<file path="config.mk">
export PLATFORM = sky130hd
export DESIGN_NAME = gomoku_win_scanner
export DESIGN_NICKNAME = d
export VERILOG_FILES = /design/src/rtl/gomoku_pkg.sv /design/src/rtl/gomoku_dir_stepper.sv /design/src/rtl/gomoku_win_scanner.sv
export SDC_FILE = /design/constraint.sdc
export NUM_CORES = 1
export LEC_CHECK = 0
export CORE_MARGIN = 4
export CORE_UTILIZATION = 25
export CTS_BUF_LIST = sky130_fd_sc_hd__clkbuf_8
export CTS_CLUSTER_DIAMETER = 40
export CTS_CLUSTER_SIZE = 10
export DETAILED_ROUTE_END_ITERATION = 6
export PLACE_DENSITY = 0.43
export RECOVER_POWER = 50
export SLEW_MARGIN = 40
export SYNTH_ARGS = -nofsm -noshare
export SYNTH_HDL_FRONTEND = slang
export SYNTH_HIERARCHICAL = 1
export SYNTH_SLANG_ARGS = --single-unit
</file>
<file path="constraint.sdc">
create_clock -name clk -period 3.8 [get_ports clk]
set_clock_uncertainty 0.05 [all_clocks]
set_input_delay 0.38 -clock clk [delete_from_list [all_inputs] [get_ports clk]]
set_output_delay 0.38 -clock clk [all_outputs]
set_load 0.05 [all_outputs]
</file>
<file path="src/rtl/gomoku_pkg.sv">
// Shared types and constants for the gomoku win scanner.
package gomoku_pkg;

    localparam int GRID_SIZE = 15;
    localparam int WIN_LEN   = 5;
    localparam int COORD_W   = 4;

    typedef enum logic [1:0] {
        EMPTY = 2'd0,
        P1    = 2'd1,
        P2    = 2'd2
    } cell_t;

    typedef enum logic [1:0] {
        S_IDLE  = 2'd0,
        S_ISSUE = 2'd1,
        S_WAIT  = 2'd2,
        S_DONE  = 2'd3
    } scan_state_t;

    // Per-direction (drow, dcol) in 2-bit two's complement, indexed by dir:
    // dir0 (0,+1), dir1 (+1,0), dir2 (+1,+1), dir3 (-1,+1)
    localparam logic [3:0][1:0] DIR_DROW = {2'b11, 2'b01, 2'b01, 2'b00};
    localparam logic [3:0][1:0] DIR_DCOL = {2'b01, 2'b01, 2'b00, 2'b01};

endpackage

</file>
<file path="src/rtl/gomoku_dir_stepper.sv">
// Combinational target-cell generator: start + k*delta (negated on side 1),
// with an in-range flag for the board bounds.
module gomoku_dir_stepper #(
    parameter int GRID_SIZE = gomoku_pkg::GRID_SIZE,
    parameter int COORD_W   = gomoku_pkg::COORD_W,
    parameter int K_W       = 3
) (
    input  logic [COORD_W-1:0] i_row,
    input  logic [COORD_W-1:0] i_col,
    input  logic [1:0]         i_dir,
    input  logic               i_side,
    input  logic [K_W-1:0]     i_k,
    output logic [COORD_W-1:0] o_row,
    output logic [COORD_W-1:0] o_col,
    output logic               o_in_range
);
    import gomoku_pkg::*;

    // Two bits of headroom so start+k can never wrap into the valid range.
    localparam int TW = ((COORD_W > K_W) ? COORD_W : K_W) + 2;
    localparam logic signed [TW-1:0] LIM = TW'(GRID_SIZE);

    logic [1:0]           w_dr, w_dc;
    logic signed [TW-1:0] w_k, w_kneg, w_off_r, w_off_c, w_tr, w_tc;

    assign w_dr   = DIR_DROW[i_dir];
    assign w_dc   = DIR_DCOL[i_dir];
    assign w_k    = TW'(i_k);
    assign w_kneg = -w_k;

    // Delta components are only 0 or +/-1, so k*delta is a select, not a multiply.
    assign w_off_r = (w_dr == 2'b00) ? '0 : ((w_dr[1] ^ i_side) ? w_kneg : w_k);
    assign w_off_c = (w_dc == 2'b00) ? '0 : ((w_dc[1] ^ i_side) ? w_kneg : w_k);

    assign w_tr = TW'(i_row) + w_off_r;
    assign w_tc = TW'(i_col) + w_off_c;

    assign o_in_range = !w_tr[TW-1] && (w_tr < LIM) && !w_tc[TW-1] && (w_tc < LIM);
    assign o_row      = w_tr[COORD_W-1:0];
    assign o_col      = w_tc[COORD_W-1:0];

endmodule

</file>
<file path="src/rtl/gomoku_win_scanner.sv">
// Sequential five-in-a-row detector: walks the four line directions outward
// from the placed stone, one board read per req/gnt transfer.
module gomoku_win_scanner #(
    parameter int GRID_SIZE = gomoku_pkg::GRID_SIZE,
    parameter int WIN_LEN   = gomoku_pkg::WIN_LEN,
    parameter int COORD_W   = gomoku_pkg::COORD_W
) (
    input  logic               clk,
    input  logic               rst,
    input  logic               start,
    input  logic [COORD_W-1:0] start_row,
    input  logic [COORD_W-1:0] start_col,
    input  logic [1:0]         start_player,
    output logic               busy,
    output logic               rd_req,
    input  logic               rd_gnt,
    output logic [COORD_W-1:0] rd_row,
    output logic [COORD_W-1:0] rd_col,
    input  logic [1:0]         rd_data,
    output logic               done,
    output logic               win,
    output logic [1:0]         win_player
);
    import gomoku_pkg::*;

    localparam int CNT_W = $clog2(WIN_LEN + 1);

    scan_state_t          r_state, w_next;
    logic [COORD_W-1:0]   r_row, r_col;
    logic [1:0]           r_player;
    logic [CNT_W-1:0]     r_count, r_k;
    logic [1:0]           r_dir;
    logic                 r_side;
    logic                 r_win;
    logic [1:0]           r_win_player;

    logic [COORD_W-1:0]   w_trow, w_tcol;
    logic                 w_in_range;
    logic                 w_last_side;
    logic                 w_match;
    logic                 w_hit_win;

    gomoku_dir_stepper #(
        .GRID_SIZE (GRID_SIZE),
        .COORD_W   (COORD_W),
        .K_W       (CNT_W)
    ) u_step (
        .i_row      (r_row),
        .i_col      (r_col),
        .i_dir      (r_dir),
        .i_side     (r_side),
        .i_k        (r_k),
        .o_row      (w_trow),
        .o_col      (w_tcol),
        .o_in_range (w_in_range)
    );

    assign w_last_side = r_side && (r_dir == 2'd3);
    assign w_match     = (rd_data == r_player);
    assign w_hit_win   = w_match && (r_count == CNT_W'(WIN_LEN - 1));

    // State register.
    always_ff @(posedge clk) begin
        if (rst) r_state <= S_IDLE;
        else     r_state <= w_next;
    end

    // Next-state: a side ends on an out-of-range target or a non-matching cell.
    always_comb begin
        w_next = r_state;
        case (r_state)
            S_IDLE:  if (start) w_next = (start_player == EMPTY) ? S_DONE : S_ISSUE;
            S_ISSUE: begin
                if (!w_in_range)  w_next = w_last_side ? S_DONE : S_ISSUE;
                else if (rd_gnt)  w_next = S_WAIT;
            end
            S_WAIT: begin
                if (w_match) w_next = w_hit_win ? S_DONE : S_ISSUE;
                else         w_next = w_last_side ? S_DONE : S_ISSUE;
            end
            S_DONE:  w_next = S_IDLE;
            default: w_next = S_IDLE;
        endcase
    end

    // Scan datapath: coordinates, direction/side/k walk, run count and result.
    always_ff @(posedge clk) begin
        if (rst) begin
            r_row        <= '0;
            r_col        <= '0;
            r_player     <= '0;
            r_count      <= '0;
            r_k          <= '0;
            r_dir        <= '0;
            r_side       <= 1'b0;
            r_win        <= 1'b0;
            r_win_player <= '0;
        end else begin
            case (r_state)
                S_IDLE: if (start) begin
                    r_row        <= start_row;
                    r_col        <= start_col;
                    r_player     <= start_player;
                    r_count      <= CNT_W'(1);
                    r_k          <= CNT_W'(1);
                    r_dir        <= '0;
                    r_side       <= 1'b0;
                    r_win        <= 1'b0;
                    r_win_player <= '0;
                end
                S_ISSUE, S_WAIT: begin
                    if (r_state == S_WAIT && w_match) begin
                        r_count <= r_count + CNT_W'(1);
                        r_k     <= r_k + CNT_W'(1);
                        if (w_hit_win) begin
                            r_win        <= 1'b1;
                            r_win_player <= r_player;
                        end
                    end else if (r_state == S_WAIT || !w_in_range) begin
                        // End of side: flip to the mirror side, or advance direction.
                        r_k <= CNT_W'(1);
                        if (!r_side) begin
                            r_side <= 1'b1;
                        end else begin
                            r_side  <= 1'b0;
                            r_dir   <= r_dir + 2'd1;
                            r_count <= CNT_W'(1);
                        end
                    end
                end
                default: ;
            endcase
        end
    end

    assign busy       = (r_state != S_IDLE);
    assign done       = (r_state == S_DONE);
    assign rd_req     = (r_state == S_ISSUE) && w_in_range;
    assign rd_row     = rd_req ? w_trow : '0;
    assign rd_col     = rd_req ? w_tcol : '0;
    assign win        = r_win;
    assign win_player = r_win_player;

endmodule

</file>
==> key figures, run 1 <==
Outcome
  • Outcome: complete, no violations

Route
  • Post-Route WL: 5520 um
  • M1 WL: 2590 um
  • Average wire per standard cell: 14.3 um
  • First-pass iteration count of the detailed router: 4
  • Final ANT Viol Nets: 0
  • Vias per cell: 4.80
  • Initial drt markers: 34
  • DRC: 0
  • Met2 WL: 2710 um
  • Via count: 1852
  • Met3 wire len: 184 um
  • Top Metal Used: met4

Finish
  • Area grow syn2layout: 39.0%
  • Layout cells sized above 1: 23.0%
  • Filler cells: 784
  • Most common cell after layout, fill and taps aside: nand2_1
  • Antenna diodes: 0
  • Final nets: 327
  • Highest-count cells in the layout ignoring fill and taps: nand2_1, dfxtp_1, inv_1, a21oi_1, ha_1
  • Design area: 2720 sq um

Floorplanning
  • Horiz. Die Dim: 96.4 um
  • FP Rows: 31
  • Io pins: 30
  • DIE AREA: 9300 sq um
  • Initial Util: 26.4%
  • Die Span Y: 96.4 um
  • Core area: 7410 sq um

Synthesis
  • #FFs+latches synth: 24
  • Ys async rst share: 0%
  • Synth area leader: dfxtp_1
  • Post-synth EDFFs: 0
  • Cell count after synthesis: 250
  • Post-synth top flop: dfxtp_1
  • Syn_area_per_cell: 7.82 sq um
  • Sequential element share of the synthesized area: 24.6%
  • Synth cell types: 51
  • Syn Nets: 288
  • YS warnings: 6
  • Top cell type's share of synthesized area: 24.6%
  • Cell Area, Synth: 1960 sq um
  • Top cells by area, synth: dfxtp_1, ha_1, nand2_1

Clocking
  • Clk buf depth: 2
  • CTS root buf: clkbuf_8
  • Clk slew on worst S/H paths: 0.08 ns
  • Cts hold-fix bufs: 0
  • # H-tree levels: 1
  • CTS buffer count: 3
  • Sink Count: 24
  • Latest clock arrival within the worst-skew pair: 0.27 ns
  • CTS tree: done

Place
  • Placed cell areas: 2480 sq um
  • Port Buffers: 29
  • Dpl ws: 0.195 ns
  • Final GP Congestion: 0.782
  • Final HPWL DP: 4150 um

STA
  • Final period util: 96.7%
  • Pins over their slew limit: 0
  • Peak Freq: 0.272 GHz
  • Setup violators final: 0
  • Worst-Margin Slew: 0.727 ns
  • Hold slack: 0.420 ns
  • Period minus WS final: 3.68 ns
  • Final hold violations: 0
  • Setup TNS Final: 0 ns
  • Final worst slack: 0.125 ns
  • Slew headroom: 51.2%

Pwr
  • P per Cell Area: 548 nW/um^2
  • Pleak: 1.05 nW
  • Worst vdd ir: 0.000290 V
  • Final Power: 1.49 mW

Global routing
  • Total GRT Usage: 12.1%
  • Antenna violations before repair: 0
  • Grt ovf: 0
  • Vias in the first global route: 1865
  • First-pass GRT wire length: 8780 um
  • Largest net degree at the start of global routing: 24

Run
  • Max Cap Violations: 0

Critical path
  • Worst-path maximum fanout: 5
  • Required @ worst endpoint: 3.37 ns
  • Startpoint Class: register
  • Crit path kind: register to output pin
  • CP Data Arrival Time: 3.25 ns
  • Worst Setup End Kind: output pin

Hold path
  • Hold crit path type: register to register
## final cells by class
cell class / count / area [sq um] / area share [%]
inverters: 22 / 82.6 / 3.04
clock buffers: 3 / 41.3 / 1.52
flip-flops and latches: 24 / 489 / 18.0
multi-input cells: 196 / 1510 / 55.4
repair buffers: 42 / 477 / 17.5
well taps: 99 / 124 / 4.56
## repair_timing
action	4_1_cts	5_1_grt
buffers inserted	1	3
gates cloned	0	1
pin swaps	0	10
gates resized for setup	1	40
setup endpoints to repair	9	20
## synth_stat cells, types with 2 or more instances
cell type and n:
and3_1 9, clkbuf_1 7, o21ai_0 4, ha_1 20, o22ai_1 2, a31oi_1 7, nand2b_1 5, mux2_2 2
inv_1 22, nor3b_1 3, nor2b_1 4, xnor2_1 7, fa_1 2, nor2_1 12, a21o_1 2, and2_1 3
nand3_1 7, nand4_1 4, a21oi_1 16, or3_1 3, o31ai_1 3, o21a_1 4, dfxtp_1 24, xor2_1 3
a211oi_1 3, nor3_1 6, nand2_1 36, mux2i_1 7
## worst max-delay path, stage by stage, from the launching register on
cell     delay [ns]
dfxtp_2        0.34
inv_2          0.05
ha_4           0.26
mux2i_2        0.07
or2_4          0.25
fa_2           0.53
inv_1          0.06
and3_4         0.17
nor3b_1        0.13
a221o_1        0.30
nor4_4         0.31
buf_4          0.19
and3_4         0.19
buf_12         0.13
## worst paths after layout
check                                      startpoint                    end  slack (ns)  cells after the start
worst max-delay path              r_k[0]$_SDFFE_PP0P_              rd_col[1]        0.12                     13
worst min-delay path            r_row[3]$_SDFFE_PP0P_  r_row[3]$_SDFFE_PP0P_        0.42                      2
worst max register to register    r_k[0]$_SDFFE_PP0P_  r_dir[0]$_SDFFE_PP0P_        0.26                     16
worst min register to register  r_row[3]$_SDFFE_PP0P_  r_row[3]$_SDFFE_PP0P_        0.42                      2
## per-layer routing
layer  vias to the layer above  global-route usage (%)
li1                        959                       -
met1                       865                    14.8
met2                        26                    22.1
met3                         2                    2.63
met4                         0                    1.75
met5                         -                       0
## state kept, by name, summed over array words and instances, names as in the netlist
name	count
r_dir	2
r_row	4
r_count	3
win_player	2
r_player	2
win	1
r_col	4
r_side	1
r_k	3
r_state	2
## where the power goes
| part | total (mW) | internal, mW | switching (mW) | leakage, nW |
|---|---|---|---|---|
| Sequential | 0.347 | 0.298 | 0.0489 | 0.198 |
| Clock | 0.155 | 0.0710 | 0.0836 | 0.0216 |
| Combinational | 0.989 | 0.399 | 0.590 | 0.832 |
| Total | 1.49 | 0.768 | 0.722 | 1.05 |
## per-stage QoR
stage / util [%] / instances
after floorplan: - / 250
after global placement: 33.5 / 378
after detailed placement: 33.4 / 378
after CTS: 34.2 / 382
after global routing: 36.7 / 386
final: 36.7 / 386
## kinds of logic after synthesis
kind of cell             synth area share (%)
flip-flops                               24.6
AO/OA/AOI/OAI                            18.9
AND/OR/NAND/NOR                          25.5
buffers and inverters                    6.14
XOR/XNOR                                 4.48
multiplexers                             5.50
adder cells (fa/ha/maj)                  14.8
Power figures use the tool's default switching activity.
==> run 2: changes to the inputs <==
--- a/config.mk
+++ b/config.mk
@@ -6,12 +6,12 @@
 export NUM_CORES = 1
 export LEC_CHECK = 0
 export CORE_MARGIN = 4
-export CORE_UTILIZATION = 25
+export CORE_UTILIZATION = 50
 export CTS_BUF_LIST = sky130_fd_sc_hd__clkbuf_8
 export CTS_CLUSTER_DIAMETER = 40
-export CTS_CLUSTER_SIZE = 10
+export CTS_CLUSTER_SIZE = 28
 export DETAILED_ROUTE_END_ITERATION = 6
-export PLACE_DENSITY = 0.43
+export PLACE_DENSITY = 0.75
 export RECOVER_POWER = 50
 export SLEW_MARGIN = 40
 export SYNTH_ARGS = -nofsm -noshare
==> run 2 against run 1 <==
Combinational power down 0.4%. Via count increased by 2.6%. Largest cell class unchanged. Largest power group unchanged. Count of clock-buffer cells in the layout did not move. Die area is 47% lower. Sequential share of layout area is 0.37 points higher. Worst setup slack improved by 0.018 ns.
==> key figures, run 2 (synthesized netlist as in run 1, its figures left out) <==
STA
  • Final period util: 96.3%
  • Pins over their slew limit: 0
  • Period minus WS final: 3.66 ns
  • Peak Freq: 0.273 GHz
  • Final hold violations: 0
  • RSZ-0062 raised after global routing: no
  • Worst-Margin Slew: 0.688 ns
  • Final worst slack: 0.142 ns
  • Slew headroom: 53.8%
  • Setup violators final: 0

Clocking
  • Sink Count: 24
  • Cts hold-fix bufs: 0
  • # H-tree levels: 1
  • CTS root buf: clkbuf_8
  • Clk slew on worst S/H paths: 0.08 ns
  • Latest clock arrival within the worst-skew pair: 0.26 ns
  • CTS buffer count: 3
  • CTS tree: done
  • Clk buf depth: 2

Floorplanning
  • Horiz. Die Dim: 70.5 um
  • Core area: 3720 sq um
  • Initial Util: 52.6%
  • DIE AREA: 4980 sq um
  • Die Span Y: 70.5 um
  • FP Rows: 22
  • Io pins: 30

Place
  • Final GP Congestion: 0.827
  • Port Buffers: 29
  • Final HPWL DP: 3520 um
  • Dpl ws: -0.00597 ns
  • Placed cell areas: 2400 sq um
  • Placed Cells: 325

Critical path
  • CP Data Arrival Time: 3.23 ns
  • Startpoint Class: register
  • R2R Path End: r_dir[1]$_SDFFE_PP0P_
  • Worst setup path end: rd_col[3]
  • Crit path kind: register to output pin
  • Worst R2R Setup Slack: 0.28 ns
  • Reg2Reg Depth: 17
  • Required @ worst endpoint: 3.37 ns
  • Crit path launch: r_k[0]$_SDFFE_PP0P_
  • Critical R2R Launch: r_k[0]$_SDFFE_PP0P_
  • Worst Setup End Kind: output pin
  • Worst-path maximum fanout: 7

Route
  • Via count: 1901
  • DRC: 0
  • Vias per cell: 5.69
  • Post-Route WL: 5040 um
  • Initial drt markers: 76
  • Average wire per standard cell: 15.1 um
  • First-pass iteration count of the detailed router: 4
  • Final ANT Viol Nets: 0

Global routing
  • Largest net degree at the start of global routing: 24
  • First-pass GRT wire length: 8360 um
  • Vias in the first global route: 1846
  • Total GRT Usage: 20.4%
  • Grt ovf: 0
  • Antenna violations before repair: 0

Pwr
  • Worst vdd ir: 0.000385 V
  • Pleak: 1.05 nW
  • Clock group share of total power: 10.1%
  • Net switching power: 0.719 mW
  • Comb pwr share: 66.2%
  • P per Cell Area: 560 nW/um^2
  • P_int: 0.770 mW
  • Seq pwr share: 23.7%
  • Sw frac: 48.3%

Finish
  • Antenna diodes: 0
  • Highest-count cells in the layout ignoring fill and taps: nand2_1, dfxtp_1, inv_1, ha_1
  • Most common cell after layout, fill and taps aside: nand2_1
  • Multi-input logic area: 1510 sq um
  • Filler cells: 279
  • FF/Latch Area: 488 sq um
  • Final nets: 326
  • Design area: 2660 sq um
  • Largest registers: r_col: 4 flops, r_row: 4 flops
  • Non-Filler Instances: 334
  • Area grow syn2layout: 35.9%
  • Post-layout util: 71.5%
  • Layout cells sized above 1: 24.1%

Hold path
  • Hold crit path type: register to register

Run
  • Max Cap Violations: 0

Outcome
  • Outcome: complete, no violations
run 2: changes by cell type in the layout (fill, tap and decap cells not counted), sizes merged:
cell / delta
clkdlybuf4s50: +1
clkbuf: -1
dlygate4sd3: -1
run 2: metal layers:
| layer | part of all wire (%) | up-vias | wire length [um] | GRT usage, % |
|---|---|---|---|---|
| met3 | 4.2 | 10 | 210 | 4.55 |
| met1 | 44 | 896 | 2230 | 25.5 |
| li1 | - | 954 | - | - |
| met5 | 0 | - | 0 | 0 |
| met2 | 49 | 41 | 2490 | 35.3 |
| met4 | 2.1 | 0 | 104 | 5.43 |
run 2: worst min path at each step:
stage	startpoint	depth (start not counted)	slack, ns	to
3_3_place_gp	r_row[2]$_SDFFE_PP0P_	2	0.40	r_row[2]$_SDFFE_PP0P_
2_1_floorplan	r_col[0]$_SDFFE_PP0P_	2	0.39	r_col[0]$_SDFFE_PP0P_
5_1_grt	r_row[2]$_SDFFE_PP0P_	2	0.44	r_row[2]$_SDFFE_PP0P_
4_1_cts	r_row[2]$_SDFFE_PP0P_	2	0.42	r_row[2]$_SDFFE_PP0P_
3_5_place_dp	r_row[2]$_SDFFE_PP0P_	2	0.40	r_row[2]$_SDFFE_PP0P_
6_report	r_row[2]$_SDFFE_PP0P_	2	0.41	r_row[2]$_SDFFE_PP0P_
run 2: worst max-delay path, stage by stage (launching register included):
cell and delay, ns:
dfxtp_2 0.35, inv_2 0.06, ha_4 0.16, ha_4 0.21, mux2i_2 0.18, nor2_1 0.10, ha_1 0.37, xnor2_2 0.17
and3_4 0.16, nor3b_1 0.14, a221o_1 0.30, nor4_4 0.26, buf_6 0.17, and3_4 0.20, buf_12 0.13
run 2: power groups by stage:
stage | Clock (mW) | Combinational [mW] | Sequential (mW)
after floorplan | 0 | 0.624 | 0.336
after global placement | 0 | 0.853 | 0.352
after detailed placement | 0 | 0.871 | 0.353
after CTS | 0.155 | 0.924 | 0.346
after global routing | 0.168 | 1.07 | 0.360
final | 0.150 | 0.985 | 0.353
run 2: cell type report:
class | instances | share of cell area, %
inverters | 22 | 3.11
repair buffers | 41 | 17.8
flip-flops and latches | 24 | 18.4
well taps | 48 | 2.26
clock buffers | 3 | 1.55
multi-input cells | 196 | 56.9
run 2: what timing repair did:
item	CTS	global route
setup buffers	4	3
endpoints found under the setup margin	11	20
resized for setup	18	25
pin swaps	10	8
run 2: through the flow:
stage	hold WS, ns	power, mW	TNS [ns]
6_report	0.415	1.49	0
5_1_grt	0.441	1.60	0
4_1_cts	0.417	1.42	0
3_5_place_dp	0.404	1.22	-0.00597
3_3_place_gp	0.400	1.20	0
2_1_floorplan	0.391	0.960	0
